[src/rtl/mc_ctrl_pkg.sv]
// Shared encodings for the multicycle ARM control unit.
package mc_ctrl_pkg;

   localparam int unsigned STATE_W = 4;
   localparam int unsigned COND_W  = 4;
   localparam int unsigned FLAGS_W = 4;

   // FSM state encodings (visible on the State debug port)
   typedef enum logic [STATE_W-1:0] {
      S_FETCH  = 4'd0,
      S_DECODE = 4'd1,
      S_MEMADR = 4'd2,
      S_MEMRD  = 4'd3,
      S_MEMWB  = 4'd4,
      S_MEMWR  = 4'd5,
      S_EXECR  = 4'd6,
      S_EXECI  = 4'd7,
      S_ALUWB  = 4'd8,
      S_BRANCH = 4'd9
   } state_e;

   // Instruction Op field
   localparam logic [1:0] OP_DP  = 2'b00;
   localparam logic [1:0] OP_MEM = 2'b01;
   localparam logic [1:0] OP_BR  = 2'b10;

   // Data-processing cmd field (Funct[4:1])
   localparam logic [3:0] CMD_AND = 4'b0000;
   localparam logic [3:0] CMD_EOR = 4'b0001;
   localparam logic [3:0] CMD_SUB = 4'b0010;
   localparam logic [3:0] CMD_ADD = 4'b0100;
   localparam logic [3:0] CMD_CMP = 4'b1010;
   localparam logic [3:0] CMD_ORR = 4'b1100;

   // ALU operation codes
   localparam logic [2:0] ALU_ADD = 3'b000;
   localparam logic [2:0] ALU_SUB = 3'b001;
   localparam logic [2:0] ALU_AND = 3'b010;
   localparam logic [2:0] ALU_ORR = 3'b011;
   localparam logic [2:0] ALU_EOR = 3'b100;

   // ARM condition codes
   localparam logic [3:0] COND_EQ = 4'h0;
   localparam logic [3:0] COND_NE = 4'h1;
   localparam logic [3:0] COND_CS = 4'h2;
   localparam logic [3:0] COND_CC = 4'h3;
   localparam logic [3:0] COND_MI = 4'h4;
   localparam logic [3:0] COND_PL = 4'h5;
   localparam logic [3:0] COND_VS = 4'h6;
   localparam logic [3:0] COND_VC = 4'h7;
   localparam logic [3:0] COND_HI = 4'h8;
   localparam logic [3:0] COND_LS = 4'h9;
   localparam logic [3:0] COND_GE = 4'hA;
   localparam logic [3:0] COND_LT = 4'hB;
   localparam logic [3:0] COND_GT = 4'hC;
   localparam logic [3:0] COND_LE = 4'hD;
   localparam logic [3:0] COND_AL = 4'hE;

   // Flag-write masks: bit 1 = N,Z ; bit 0 = C,V
   localparam logic [1:0] FLAGW_NONE = 2'b00;
   localparam logic [1:0] FLAGW_NZ   = 2'b10;
   localparam logic [1:0] FLAGW_ALL  = 2'b11;

   // Result mux selects
   localparam logic [1:0] RES_ALUOUT    = 2'b00;
   localparam logic [1:0] RES_DATA      = 2'b01;
   localparam logic [1:0] RES_ALURESULT = 2'b10;

   // ALU B-operand selects
   localparam logic [1:0] SRCB_RD2    = 2'b00;
   localparam logic [1:0] SRCB_EXTIMM = 2'b01;
   localparam logic [1:0] SRCB_FOUR   = 2'b10;

   // Decoded data-processing controls
   typedef struct packed {
      logic [2:0] alu_op;
      logic [1:0] flag_w;
      logic       no_write;
   } alu_dec_t;

   // Map {cmd, S} onto ALU op, flag-write mask and result suppression
   function automatic alu_dec_t alu_decode(input logic [3:0] cmd, input logic s);
      alu_dec_t d;
      d.alu_op   = ALU_ADD;
      d.flag_w   = FLAGW_NONE;
      d.no_write = 1'b0;
      case (cmd)
         CMD_ADD: begin
            d.alu_op = ALU_ADD;
            if (s) d.flag_w = FLAGW_ALL;
         end
         CMD_SUB: begin
            d.alu_op = ALU_SUB;
            if (s) d.flag_w = FLAGW_ALL;
         end
         CMD_AND: begin
            d.alu_op = ALU_AND;
            if (s) d.flag_w = FLAGW_NZ;
         end
         CMD_ORR: begin
            d.alu_op = ALU_ORR;
            if (s) d.flag_w = FLAGW_NZ;
         end
         CMD_EOR: begin
            d.alu_op = ALU_EOR;
            if (s) d.flag_w = FLAGW_NZ;
         end
         CMD_CMP: begin
            if (s) begin
               d.alu_op   = ALU_SUB;
               d.flag_w   = FLAGW_ALL;
               d.no_write = 1'b1;
            end
         end
         default: ;
      endcase
      return d;
   endfunction

endpackage

[src/rtl/mc_controlunit_cond_check.sv]
// ARM condition-field evaluation against stored NZCV flags.
module cond_check
   import mc_ctrl_pkg::*;
(
   input  logic [COND_W-1:0]  cond_i,
   input  logic [FLAGS_W-1:0] nzcv_i,
   output logic               cond_ex_o
);

   logic n, z, c, v;
   assign {n, z, c, v} = nzcv_i;

   // Condition truth table; 1111 behaves as always-execute
   always_comb begin
      cond_ex_o = 1'b0;
      case (cond_i)
         COND_EQ: cond_ex_o = z;
         COND_NE: cond_ex_o = ~z;
         COND_CS: cond_ex_o = c;
         COND_CC: cond_ex_o = ~c;
         COND_MI: cond_ex_o = n;
         COND_PL: cond_ex_o = ~n;
         COND_VS: cond_ex_o = v;
         COND_VC: cond_ex_o = ~v;
         COND_HI: cond_ex_o = c & ~z;
         COND_LS: cond_ex_o = ~c | z;
         COND_GE: cond_ex_o = (n == v);
         COND_LT: cond_ex_o = (n != v);
         COND_GT: cond_ex_o = ~z & (n == v);
         COND_LE: cond_ex_o = z | (n != v);
         default: cond_ex_o = 1'b1;
      endcase
   end

endmodule

[src/rtl/mc_controlunit.sv]
// Multicycle ARM control unit: Moore sequencer, ALU decoder, NZCV register.
module mc_controlunit
   import mc_ctrl_pkg::*;
#(
   parameter int unsigned ALUC_W     = 3,
   parameter logic [3:0]  FLAG_RESET = 4'b0000
) (
   input  logic              clk,
   input  logic              reset,
   input  logic [31:0]       Instr,
   input  logic [3:0]        ALUFlags,
   output logic              PCWrite,
   output logic              AdrSrc,
   output logic              MemWrite,
   output logic              IRWrite,
   output logic              RegWrite,
   output logic [1:0]        ResultSrc,
   output logic              ALUSrcA,
   output logic [1:0]        ALUSrcB,
   output logic [ALUC_W-1:0] ALUControl,
   output logic [1:0]        ImmSrc,
   output logic [1:0]        RegSrc,
   output logic [3:0]        State
);

   state_e               state_q;
   logic [FLAGS_W-1:0]   flags_q;
   logic                 condex_q;

   logic                 cond_ex;
   alu_dec_t             dec;
   logic [1:0]           op;
   logic [3:0]           rd;
   logic                 no_write;
   logic                 is_exec;
   logic                 nz_we;
   logic                 cv_we;

   logic                 is_fetch;
   logic                 ir_w;
   logic                 reg_w;
   logic                 mem_w;
   logic                 branch;
   logic                 pcs;
   logic                 adr_src;
   logic [1:0]           res_src;
   logic                 src_a;
   logic [1:0]           src_b;

   logic                 unused_instr;

   assign op       = Instr[27:26];
   assign rd       = Instr[15:12];
   assign dec      = alu_decode(Instr[24:21], Instr[20]);
   assign no_write = dec.no_write & (op == OP_DP);
   assign is_exec  = (state_q == S_EXECR) || (state_q == S_EXECI);
   assign nz_we    = is_exec & dec.flag_w[1] & condex_q;
   assign cv_we    = is_exec & dec.flag_w[0] & condex_q;

   assign unused_instr = ^{Instr[19:16], Instr[11:0]};

   cond_check u_cond_check (
      .cond_i    (Instr[31:28]),
      .nzcv_i    (flags_q),
      .cond_ex_o (cond_ex)
   );

   // Sequencer state, latched condition result and NZCV flags
   always_ff @(posedge clk or posedge reset) begin
      if (reset) begin
         state_q  <= S_FETCH;
         flags_q  <= FLAG_RESET;
         condex_q <= 1'b0;
      end else begin
         case (state_q)
            S_FETCH:  state_q <= S_DECODE;
            S_DECODE: begin
               case (op)
                  OP_DP:   state_q <= Instr[25] ? S_EXECI : S_EXECR;
                  OP_MEM:  state_q <= S_MEMADR;
                  OP_BR:   state_q <= S_BRANCH;
                  default: state_q <= S_FETCH;
               endcase
            end
            S_MEMADR: state_q <= Instr[20] ? S_MEMRD : S_MEMWR;
            S_MEMRD:  state_q <= S_MEMWB;
            S_EXECR:  state_q <= S_ALUWB;
            S_EXECI:  state_q <= S_ALUWB;
            default:  state_q <= S_FETCH;
         endcase

         if (state_q == S_DECODE) condex_q <= cond_ex;
         if (nz_we) flags_q[3:2] <= ALUFlags[3:2];
         if (cv_we) flags_q[1:0] <= ALUFlags[1:0];
      end
   end

   // Moore output decode from the current state
   always_comb begin
      is_fetch = 1'b0;
      ir_w     = 1'b0;
      reg_w    = 1'b0;
      mem_w    = 1'b0;
      branch   = 1'b0;
      adr_src  = 1'b0;
      res_src  = RES_ALUOUT;
      src_a    = 1'b0;
      src_b    = SRCB_RD2;
      case (state_q)
         S_FETCH: begin
            is_fetch = 1'b1;
            ir_w     = 1'b1;
            src_a    = 1'b1;
            src_b    = SRCB_FOUR;
            res_src  = RES_ALURESULT;
         end
         S_DECODE: begin
            src_a    = 1'b1;
            src_b    = SRCB_FOUR;
            res_src  = RES_ALURESULT;
         end
         S_MEMADR: src_b = SRCB_EXTIMM;
         S_MEMRD:  adr_src = 1'b1;
         S_MEMWB: begin
            res_src  = RES_DATA;
            reg_w    = 1'b1;
         end
         S_MEMWR: begin
            adr_src  = 1'b1;
            mem_w    = 1'b1;
         end
         S_EXECR:  src_b = SRCB_RD2;
         S_EXECI:  src_b = SRCB_EXTIMM;
         S_ALUWB:  reg_w = ~no_write;
         S_BRANCH: begin
            src_b    = SRCB_EXTIMM;
            res_src  = RES_ALURESULT;
            branch   = 1'b1;
         end
         default: ;
      endcase
   end

   // Writes that change PC: branches and data-processing/loads targeting R15
   assign pcs = branch | (reg_w & (rd == 4'hF) & ~no_write);

   // Enables are forced low asynchronously while reset is held
   assign PCWrite  = ~reset & (is_fetch | (pcs & condex_q));
   assign IRWrite  = ~reset & ir_w;
   assign RegWrite = ~reset & reg_w & condex_q;
   assign MemWrite = ~reset & mem_w & condex_q;

   assign AdrSrc     = adr_src;
   assign ResultSrc  = res_src;
   assign ALUSrcA    = src_a;
   assign ALUSrcB    = src_b;
   assign ALUControl = is_exec ? ALUC_W'(dec.alu_op) : ALUC_W'(ALU_ADD);
   assign ImmSrc     = op;
   assign RegSrc     = {(op == OP_MEM) & ~Instr[20], (op == OP_BR)};
   assign State      = state_q;

endmodule

[config.mk]
export PLATFORM = sky130hd
export DESIGN_NAME = mc_controlunit
export DESIGN_NICKNAME = d
export VERILOG_FILES = /design/src/rtl/mc_ctrl_pkg.sv /design/src/rtl/mc_controlunit_cond_check.sv /design/src/rtl/mc_controlunit.sv
export SDC_FILE = /design/constraint.sdc
export NUM_CORES = 1
export LEC_CHECK = 0
export BUFFER_PORTS_ARGS = -buffer_cell sky130_fd_sc_hd__buf_2
export CAP_MARGIN = 20
export CORE_MARGIN = 1
export CORE_UTILIZATION = 42
export CTS_CLUSTER_SIZE = 25
export DETAILED_ROUTE_END_ITERATION = 12
export GPL_TIMING_DRIVEN = 0
export PLACE_DENSITY = 0.84
export RECOVER_POWER = 50
export SLEW_MARGIN = 20
export SYNTH_ARGS = -nofsm -noshare
export SYNTH_HDL_FRONTEND = slang
export SYNTH_SLANG_ARGS = --single-unit
[constraint.sdc]
create_clock -name clk -period 2.1 [get_ports clk]
set_input_delay 0 -clock clk [delete_from_list [all_inputs] [get_ports clk]]
set_output_delay 0 -clock clk [all_outputs]
set_load 0.01 [all_outputs]
==> results.md <==
Outcome:
- The run finished with clean final reports.

Power and ir drop:
- VDD sags by at most 0.672 mV.
- The reported leakage power is 0.000575 uW.
- The total power draw is 1220 uW.
- For this design the ratio of total power to cell area is 999 nW/um^2.

Drt:
- The final routed wirelength across all metal layers is 2200 um.
- Once detail routing completed, the nets flagged for antenna violations numbered 0.
- The total vias in the final route is about 1000.
- The remaining routing DRC violations is 0.
- The number of iterations in the first detailed-routing pass is 4.
- In the routed layout, each cell is associated on average with a via count of approximately 5.3.
- The starting DRC count in detailed routing is 1.
- The routed length per placed instance is between 10 and 15 um.

Timing:
- Setup repair after global routing left no endpoint under its margin.
- Dividing the final minimum period by the clock period gives 0.887.
- The final-report max-slew violation count was 0.
- The total count of hold-check failures in the final report is 0.
- The worst path setup slack after routing is 238 ps.
- At the pin with the least slew margin, the transition time is roughly 450 ps.
- The setup TNS is 0 ps.
- Measured against its own limit, the worst slew margin works out to 0.701.
- Setup violations remaining at the end of the flow were counted as 0.
- The final period demand of the worst path is approximately 1900 ps.
- Across the routed clock network, the largest skew measured is 4.93 ps.
- The maximum achievable frequency is ~540 MHz.

Logic synthesis:
- The simple-gate area share of the yosys netlist is 0.352.
- The cell count after synthesis came out at 114.
- The synthesized design contains 9 register bits.
- The number of warnings issued by yosys is 0.
- The main combinational cell family by area after synthesis is simple AND/OR/NAND/NOR gates.
- The count of cell types in the netlist is 45.
- The share of synthesized area occupied by flip-flops and latches is 0.242.
- The adder-cell area share of the yosys netlist is 0.
- Of the total synthesized cell area, the portion taken by XOR and XNOR cells is 0.0470.
- The synthesized net count is 152.
- After synthesis, the share of cell area in mux cells is 0.101.
- The post-synth design cell area is 931 um^2.
- Each instance of the synthesized netlist takes up on average roughly 8.2 um^2.
- The synthesized-area fraction occupied by ao, oa, aoi and oai cells is 0.172.

Placed design:
- The count of buffers added on input and output ports is 39.
- Once detailed placement completed, the half-perimeter wirelength came to 1730 um.
- The post-placement cell area is 1160 um^2.
- The worst setup slack after placement is 358 ps.
- Routability-driven placement finished with a final weighted congestion of 0.800.

Min path:
- The path type of the worst min-delay path is in2reg.

Global routing:
- For this run, the total global-route usage over all layers was measured as 0.201.
- The pin count of the biggest net entering global routing is 11.
- Summed over all layers, the global routing overflow is 0.
- The initial antenna violation count is 0.
- The first global-routing pass estimated 3720 um of wire.
- The via count of the first global-routing pass came to a little under 900.

Critical path:
- The kind of start point of the critical path is a flop.
- The peak fanout along the critical path is 9.
- The category of the worst setup path capture point is a flop.
- The kind of critical path is reg2reg.
- The arrival time of the worst setup path is 2010 ps.
- The required time reported for the critical path endpoint is 2240 ps.

Die:
- The number of primary I/O pins is 59.
- The area inside the core boundary is 2020 um^2.
- The overall die width is 49.1 um.
- The initial standard-cell utilization of the core is 0.460.
- From bottom edge to top edge, the die measures 49.1 um.
- The die area is roughly 2400 um^2.
- The total number of placement rows is 16.

Cells and area:
- The cell area after layout is 1220 um^2.
- Leaving out fill and tap cells, the most frequent cell in the layout is buf_2.
- The net count of the finished layout is 201.
- The signed area change from the synthesized netlist to the final layout is 30.8%.
- For this run, the share of the core covered by cells in the final layout is 0.602.
- The top cell types in the final layout, fill and taps aside, are buf_2, clkbuf_1, nor2_1.
- In the final layout, the share of cells above drive strength 1 is 0.309.
- The repair_antennas step left the layout with diodes totalling 0.

Clock tree:
- No sink is reached through more buffers than the 2 on the longest clock path.
- The clock latency on the worst-skew pair is between 200 and 300 ps.
- The total clock buffers created by CTS is 3.
- The number of gates resized after CTS was 0.
- In this run the number of H-tree levels came out at 1.
- The clock-pin slew on the worst setup and hold paths is 60 ps.
- TritonCTS built the clock tree.
- In this run the clock root is driven by a clkbuf_4.
- The number of sinks driven by the clock tree is 9.

Run:
- The number of max-cap violations is 0.
synth_stat cells (all sizes together):
master,number,area [um^2]
a41o,1,10.0
nand3b,1,7.51
inv,3,11.3
and4b,1,10.0
o21a,1,7.51
o21ai,5,25.0
nor3,4,20.0
a22o,2,18.8
mux2,5,63.8
clkbuf,5,18.8
a211oi,1,7.51
mux2i,3,30.0
buf,6,50.0
nor4,6,37.5
nor2,12,45.0
a31oi,1,6.26
or4,2,18.8
nand2b,6,37.5
or2b,1,7.51
and2b,1,8.76
xor2,4,35.0
a22oi,1,7.51
o41ai,1,8.76
dfrtp,9,225
nand4,3,18.8
a21oi,7,35.0
nor2b,4,32.5
nand2,5,26.3
a311oi,1,8.76
nand3,2,10.0
nor3b,3,22.5
and4bb,1,12.5
o211ai,1,7.51
o31ai,1,7.51
or3,1,6.26
or2,1,6.26
o311a,1,10.0
xnor2,1,8.76
final cells by class:
| cell class | instances | area, um^2 |
|---|---|---|
| inverter | 3 | 11.3 |
| buffer | 11 | 61.3 |
| timing repair buffer | 44 | 234 |
| sequential | 9 | 225 |
| tap | 27 | 33.8 |
| fill | 195 | 805 |
| multi-input combinational | 91 | 626 |
| clock buffer | 4 | 26.3 |
metal layers:
| layer | wire length [um] | track usage | vias to the layer above |
|---|---|---|---|
| met5 | 0 | 0 | - |
| met4 | 29 | 0.0980 | 0 |
| met3 | 104 | 0.0405 | 4 |
| met2 | 1070 | 0.326 | 35 |
| met1 | 995 | 0.250 | 452 |
| li1 | - | - | 516 |
final timing paths:
check | from | to | slack, ps | cells past startpoint
max | State[3]$_DFF_PP0_ | flags_q[0]$_DFFE_PP0P_ | 240 | 5
min | Instr[29] | condex_q$_DFFE_PP0P_ | 50 | 3
max reg2reg | State[3]$_DFF_PP0_ | flags_q[0]$_DFFE_PP0P_ | 240 | 5
min reg2reg | flags_q[1]$_DFFE_PP0P_ | flags_q[1]$_DFFE_PP0P_ | 590 | 1
max in group asynchronous | reset | flags_q[3]$_DFFE_PP0P_ | 1550 | 3
min in group asynchronous | reset | State[0]$_DFF_PP0_ | 290 | 3
critical path, cell delays in order (launching register included):
cell and delay (ps):
dfrtp_1 380, clkbuf_1 210, nor2b_4 230, nand2_4 80, or4_4 540, mux2_4 310
what timing repair did:
item                      4_1_cts  5_1_grt
hold endpoints to repair       13        0
hold buffers                    5        0
setup buffers                   0        0
power breakdown:
part / switching, uW / internal [uW] / total, uW
Sequential: 71.1 / 242 / 313
Clock: 59.7 / 73.2 / 133
Combinational: 426 / 344 / 770
Total: 557 / 659 / 1220
kinds of logic (layout without fill, tap and decap cells):
kind of cell              Yosys count  count (layout)
AOI/OAI and AO/OA                  24              24
DFF                                 9               9
and+or+nand+nor                    54              54
muxes                               8               8
buffers and inverters              14              62
xor gates and xnor gates            5               5
flip-flops by register name, summed over array words and instances (netlist names):
name / count
condex_q: 1
flags_q: 4
State: 4
per-stage QoR:
stage,instances,hold WS (ps)
6_report,189,52.9
5_1_grt,189,84.3
4_1_cts,189,44.9
3_5_place_dp,180,6.94
3_3_place_gp,180,-1.36
2_1_floorplan,114,-172
Power figures use the tool's default switching activity.
